$ cat config.mk
export PLATFORM = sky130hd
export DESIGN_NAME = memory_access_arbiter
export DESIGN_NICKNAME = d
export VERILOG_FILES = /design/src/rtl/memory_access_arbiter.sv
export SDC_FILE = /design/constraint.sdc
export NUM_CORES = 1
export LEC_CHECK = 0
export ABC_AREA = 1
export BUFFER_PORTS_ARGS = -buffer_cell sky130_fd_sc_hd__buf_2
export CELL_PAD_IN_SITES_DETAIL_PLACEMENT = 1
export CELL_PAD_IN_SITES_GLOBAL_PLACEMENT = 2
export CORE_MARGIN = 2
export CORE_UTILIZATION = 27
export CTS_CLUSTER_DIAMETER = 120
export DETAILED_ROUTE_END_ITERATION = 7
export PLACE_DENSITY = 0.83
export SETUP_SLACK_MARGIN = 0.02
export SLEW_MARGIN = 0
export SYNTH_ARGS = -nofsm -noshare
export SYNTH_HDL_FRONTEND = slang
export SYNTH_SLANG_ARGS = --single-unit
export TNS_END_PERCENT = 30
$ cat constraint.sdc
create_clock -name Clock -period 3.68 [get_ports Clock]
set_input_delay 0.184 -clock Clock [delete_from_list [all_inputs] [get_ports Clock]]
set_output_delay 0.184 -clock Clock [all_outputs]
set_load 0.03 [all_outputs]
$ cat src/rtl/memory_access_arbiter.sv
// Two-port (instruction fetch / data) arbiter and setup-access-recover sequencer
// for the 64 x 32 RAM; the only block that drives the RAM's inputs.
module memory_access_arbiter #(
  parameter int ACCESS_CYCLES  = 1,
  parameter int TIMEOUT_CYCLES = 16
) (
  input  logic        Clock,
  input  logic        Reset_L,
  input  logic        F_Req,
  input  logic        D_Req,
  input  logic [5:0]  F_Address,
  input  logic [5:0]  D_Address,
  input  logic        F_Read_H_Write_L,
  input  logic        D_Read_H_Write_L,
  input  logic [31:0] F_WriteData,
  input  logic [31:0] D_WriteData,
  output logic        F_Ack,
  output logic        D_Ack,
  output logic [31:0] ReadData,
  output logic        Error,
  output logic        Busy,
  output logic [6:0]  RamAddress,
  output logic [31:0] RamDataIn,
  output logic        RamRead_H_Write_L,
  input  logic [31:0] RamDataOut,
  input  logic        RamMFC
);

  typedef enum logic [1:0] {IDLE, SETUP, ACCESS, RECOVER} state_t;

  localparam logic [3:0] ACC_MIN = 4'(ACCESS_CYCLES);
  localparam logic [7:0] TMO_MAX = 8'(TIMEOUT_CYCLES);

  state_t      state_q;
  logic        last_d_q;     // 1: D won the previous grant
  logic        win_d_q;      // 1: D owns the current transfer
  logic        rd_q;
  logic [6:0]  ram_addr_q;
  logic [31:0] ram_din_q;
  logic        ram_rw_q;
  logic [31:0] read_data_q;
  logic        f_ack_q;
  logic        d_ack_q;
  logic        err_q;
  logic        busy_q;
  logic [3:0]  acnt_q;
  logic [7:0]  tcnt_q;

  logic grant_d;
  logic mfc_done;
  logic timed_out;

  // Round robin: on a tie the port that did not win last time gets the grant.
  assign grant_d   = D_Req && (!F_Req || !last_d_q);
  assign mfc_done  = (acnt_q >= ACC_MIN) && RamMFC;
  assign timed_out = !mfc_done && (tcnt_q >= TMO_MAX);

  always_ff @(posedge Clock or negedge Reset_L) begin
    if (!Reset_L) begin
      state_q     <= IDLE;
      last_d_q    <= 1'b1;
      win_d_q     <= 1'b0;
      rd_q        <= 1'b1;
      ram_addr_q  <= 7'h40;
      ram_din_q   <= '0;
      ram_rw_q    <= 1'b1;
      read_data_q <= '0;
      f_ack_q     <= 1'b0;
      d_ack_q     <= 1'b0;
      err_q       <= 1'b0;
      busy_q      <= 1'b0;
      acnt_q      <= '0;
      tcnt_q      <= '0;
    end else begin
      f_ack_q <= 1'b0;
      d_ack_q <= 1'b0;
      err_q   <= 1'b0;
      case (state_q)
        IDLE: begin
          if (F_Req || D_Req) begin
            win_d_q    <= grant_d;
            last_d_q   <= grant_d;
            rd_q       <= grant_d ? D_Read_H_Write_L : F_Read_H_Write_L;
            ram_addr_q <= {1'b1, (grant_d ? D_Address : F_Address)};
            ram_din_q  <= grant_d ? D_WriteData : F_WriteData;
            ram_rw_q   <= 1'b1;
            busy_q     <= 1'b1;
            state_q    <= SETUP;
          end
        end
        SETUP: begin
          // Address and data have been stable for a cycle; now select.
          ram_addr_q[6] <= 1'b0;
          ram_rw_q      <= rd_q;
          acnt_q        <= 4'd1;
          tcnt_q        <= 8'd1;
          state_q       <= ACCESS;
        end
        ACCESS: begin
          if (mfc_done || timed_out) begin
            ram_addr_q[6] <= 1'b1;
            ram_rw_q      <= 1'b1;
            f_ack_q       <= !win_d_q;
            d_ack_q       <= win_d_q;
            err_q         <= timed_out;
            if (rd_q && mfc_done) begin
              read_data_q <= RamDataOut;
            end
            state_q <= RECOVER;
          end else begin
            if (acnt_q != 4'hF) acnt_q <= acnt_q + 4'd1;
            if (tcnt_q != 8'hFF) tcnt_q <= tcnt_q + 8'd1;
          end
        end
        RECOVER: begin
          busy_q  <= 1'b0;
          acnt_q  <= '0;
          tcnt_q  <= '0;
          state_q <= IDLE;
        end
        default: state_q <= IDLE;
      endcase
    end
  end

  assign F_Ack             = f_ack_q;
  assign D_Ack             = d_ack_q;
  assign Error             = err_q;
  assign Busy              = busy_q;
  assign ReadData          = read_data_q;
  assign RamAddress        = ram_addr_q;
  assign RamDataIn         = ram_din_q;
  assign RamRead_H_Write_L = ram_rw_q;

endmodule

# After elaboration in Yosys (flattened, before gate mapping)
# Cells that the tools add are included.
# Widths: inputs -> output; s select.
# totals
reg_bits	93
latchBits	0
ramBits	0
romBits	0
output_inout_bits	76
word_cells	75
n_memories	0
# op_classes
add_sub_neg	2
mul	0
div	0
n_lt_le_gt_ge	2
n_eq_ne	10
n_shift	0
n_mux	24
bitwise	0
reduce_logical	22
# op_table
operator	count
$mux 32	1
$pmux 8 s3	1
$mux 8	2
$pmux 4 s3	1
$reduce_and 3->1	4
$ne 2x2->1 const B	5
$mux 1	9
$add 8x1->8 const B	1
$ge 8x5->1 const B	1
$mux 4	2
$ne 8x8->1 const B	1
$pmux 2 s4	1
$mux 7	1
$mux 6	1
$pmux 1 s3	2
$reduce_and 2->1	3
$reduce_bool 3->1	2
$add 4x1->4 const B	1
$eq 2x2->1 const B	2
$ge 4x1->1 const B	1
$logic_and 1x1->1	4
$logic_not 1->1	4
$mux 2	2
$ne 4x4->1 const B	1
5 further kinds	7

# Longest topological paths before layout
# logic_depth
depth_word	7
depth_mapped	12
mapped_depth_nobuf	11

# Worst setup path before layout
# No wires, ideal clock.
# synth_path
path_type	flip-flop to flip-flop
startpoint	register state_q[0]
endpoint	register read_data_q[10], in the netlist ReadData[10]
arrival_ps	1470
t_required_ps	3554
setup_slack_ps	2084
stages_incl_launch_ff	7
n_path_buf	1
synth_period_minus_slack_ps	1596
cell_sequence	dfrtp_1 > inv_1 > ha_1 > inv_2 > nor3_4 > clkbuf_2 > o21ai_0
# synth_between
elab_chain_len	2
# synth_rtl
item	line	rtl
from (decl)	34	state_t state_q;
from (signal assigned)	60	state_q <= IDLE;
from (signal assigned)	88	state_q <= SETUP;
from (signal assigned)	97	state_q <= ACCESS;
$eq 2x2->1	78	case (state_q)
$reduce_and 3->1 (no source line)	-	
to (signal assigned)	107	read_data_q <= RamDataOut;
to (decl)	41	logic [31:0] read_data_q;
# No other way between the ends.
# A chain may end at the register's enable or synchronous reset.

# Worst setup path after layout
# layout_path
startpoint	register state_q[0]
endpoint	register rd_q
# layout_between
elab_chain_len	2
# layout_rtl
item	line	rtl
$logic_not 2->1	78	
$reduce_and 2->1 (no source line)	-	
to (signal assigned)	83	rd_q <= grant_d ? D_Read_H_Write_L : F_Read_H_Write_L;
to (decl)	37	logic rd_q;
# No other way between the ends.

==> flow_metrics.env <==
export IMPL_status="finished with violations"
export IMPL_failed_checks="hold timing"
export IMPL_synth_area_top_cells="dfrtp_1, nand2_1, a31oi_1"
export IMPL_r2r_slack_ps=1580
export IMPL_start_kind="flip-flop"
export IMPL_insertedDiodeCount=0
export IMPL_fin_nets=814
export IMPL_grt_max_degree=72
export IMPL_postCtsHoldBufs=0
export IMPL_portBuffers=190
export IMPL_worstRegToRegCells=7
export IMPL_reg2reg_to="rd_q"
export IMPL_die_h_um=129
export IMPL_leakagePower_nw=2.94
export IMPL_hold_path_class="input pin to async pin"
export IMPL_crit_slowest_cell="buf_4"
export IMPL_via_count=3969
export IMPL_yosysMostFrequentCell="nand2_1"
export IMPL_required_ps=3950
export IMPL_critical_path_class="flip-flop to flip-flop"
export IMPL_period_share_pct=57.0
export IMPL_clock_latency_ps=350
export IMPL_timing_critical_path_slowest_cell_delay_ps=600
export IMPL_core_mm2=0.0152
export IMPL_grt_ovfl_total=0
export IMPL_antenna_found_initial=1
export IMPL_ys_seq_elements=93
export IMPL_fmax_mhz=477
export IMPL_synth_top_area_cell="dfrtp_1"
export IMPL_synth_top_area_share_pct=53.1
export IMPL_skew_ps=11.2
export IMPL_timing_critical_path_buf_inv=3
export IMPL_start_util_pct=27.6
export IMPL_finalHoldViolCount=40
export IMPL_grt_pass1_wl_mm=20.6
export IMPL_tns_ps=0
export IMPL_slew_headroom_pct=38.5
export IMPL_utilization_pct=37.5
export IMPL_detail_route_wl_per_cell_um=14.3
export IMPL_syn_avg_cell_area_um2=8.29
export IMPL_yosysSeqAreaShare_pct=55.6
export IMPL_fill_cells=1879
export IMPL_cp_end_kind="flip-flop"
export IMPL_rsz0062_at_grt="no"
export IMPL_firstDrtPassIters=4
export IMPL_root_buffer="clkbuf_16"
export IMPL_maxCapViolCount=0
export IMPL_place_gp_congestion=0.797
export IMPL_netlist_area_mm2=0.00419
export IMPL_htreeDepth=3
export IMPL_viasPerCell=4.50
export IMPL_dp_worst_setup_slack_ps=1560
export IMPL_grt_pass1_vias=4135
export IMPL_min_period_ps=2100
export IMPL_power_mw=5.46
export IMPL_drc=0
export IMPL_yosys_top_cells_count="nand2_1, dfrtp_1, nor2_1"
export IMPL_whs_ps=-31.3
export IMPL_dieArea_mm2=0.0165
export IMPL_synth_ff_type="dfrtp_1"
export IMPL_ant_nets=0
export IMPL_worstPathCellList="inv_1 -> ha_1 -> inv_1 -> nor2_4 -> buf_4 -> o21ai_0 -> o22ai_1"
export IMPL_reg2reg_from="state_q[0]"
export IMPL_cts_buffers=9
export IMPL_cts_buffer_depth=2
export IMPL_dp_hpwl_mm=9.32
export IMPL_synthCells=506
export IMPL_cts_tree="built"
export IMPL_numClockSinks=93
export IMPL_die_w_um=129
export IMPL_slew_viol_final=0
export IMPL_worstMarginPinSlew_ps=923
export IMPL_power_density_mw_per_mm2=958
export IMPL_placementRows=45
export IMPL_setup_viol=0
export IMPL_cts_clk_slew_worst_paths_ps=70
export IMPL_setup_slack_ps=1580
export IMPL_ios=191
export IMPL_cp_common_cell="inv_1"
export IMPL_async_flop_share_pct=100
export IMPL_layout_drive_gt1_share_pct=31.4
export IMPL_cts_resized=0
export IMPL_cp_top_family="buffers and inverters"
export IMPL_cp_arrival_ps=2370
export IMPL_synth_edff_count=0
export IMPL_post_cts_setup_buffers=0
export IMPL_yosys_warnings=0
export IMPL_ir_worst_vdd_uv=299
export IMPL_synth_cell_types=21
export IMPL_area_delta_synth_final_pct=35.9
export IMPL_synth_nets=631
export IMPL_drt_first_iter_violations=140
export IMPL_grtUsageTotal_pct=15.8
export IMPL_drt_wl_total_mm=12.6
export IMPL_path_max_fanout=71
==> report_power, final <==
group	switching [mW]	leakage (nW)	internal [mW]	total (mW)
Combinational	1.77	1.65	0.720	2.49
Sequential	0.277	1.10	1.51	1.78
Clock	0.421	0.185	0.759	1.18
==> metal layers <==
layer  GRT usage (%)  share of wire, %
met1            19.5                44
met3            4.41               7.0
met4            5.88               1.6
met5               0              0.13
met2            26.6                48
==> worst register-to-register path, delay by kind of cell (launching register included) <==
family / cells / cell delay, ps
AO/OA/AOI/OAI: 2 / 370
adder cells (fa/ha/maj): 1 / 200
AND/OR/NAND/NOR: 1 / 220
buffers and inverters: 3 / 810
flip-flops: 1 / 420
==> how the worst max path moves through the flow <==
stage               slack, ps        from           end  cells past startpoint
floorplan                2080  state_q[0]  ReadData[10]                      6
global placement         1660  state_q[0]          rd_q                      7
detailed placement       1560  state_q[0]          rd_q                      7
CTS                      1550  state_q[0]          rd_q                      7
global route             1340  state_q[0]          rd_q                      7
finish                   1580  state_q[0]          rd_q                      7
==> layout make-up <==
type                            instances  area [um2]  share of cell area (%)
Clock buffer                           10         239                    4.19
Clock inverter                          6         140                    2.46
Inverter                               56         210                    3.69
Multi-Input combinational cell        334        1550                    27.2
Sequential cell                        93        2330                    40.9
Tap cell                              188         235                    4.13
Timing Repair Buffer                  195         991                    17.4
==> logic make-up after synthesis <==
kind of cell	Yosys count	share of synthesized area (%)
adders and majority gates	10	2.98
and+or+nand+nor	241	22.6
DFF	93	55.6
buffers and inverters	79	7.58
AOI/OAI and AO/OA	83	11.2
==> layout by cell type (no fill, tap or decap), types with 2 or more instances in the layout <==
cell         n
nand2_1    162
nor2_1      58
inv_1       55
nand4_1      4
buf_2      189
o21ai_0     40
a31oi_1     39
nand3_1     13
dfrtp_1     89
clkbuf_16    9
buf_4        6
ha_1        10
bufinv_16    4
dfstp_2      4
o21bai_1     2
==> sequential cells by signal, indices dropped and copies added, names as in the netlist, 2 cells and up <==
signal / flops
RamDataIn: 32
ReadData: 32
tcnt_q: 8
RamAddress: 7
acnt_q: 4
state_q: 2
==> metrics by stage <==
step / instances / instance area (um2)
3_3_place_gp: 866 / 5320
6_report: 882 / 5700
2_1_floorplan: 506 / 4190
5_1_grt: 882 / 5700
3_5_place_dp: 866 / 5320
4_1_cts: 882 / 5700
(Power assumes the default switching activity.)
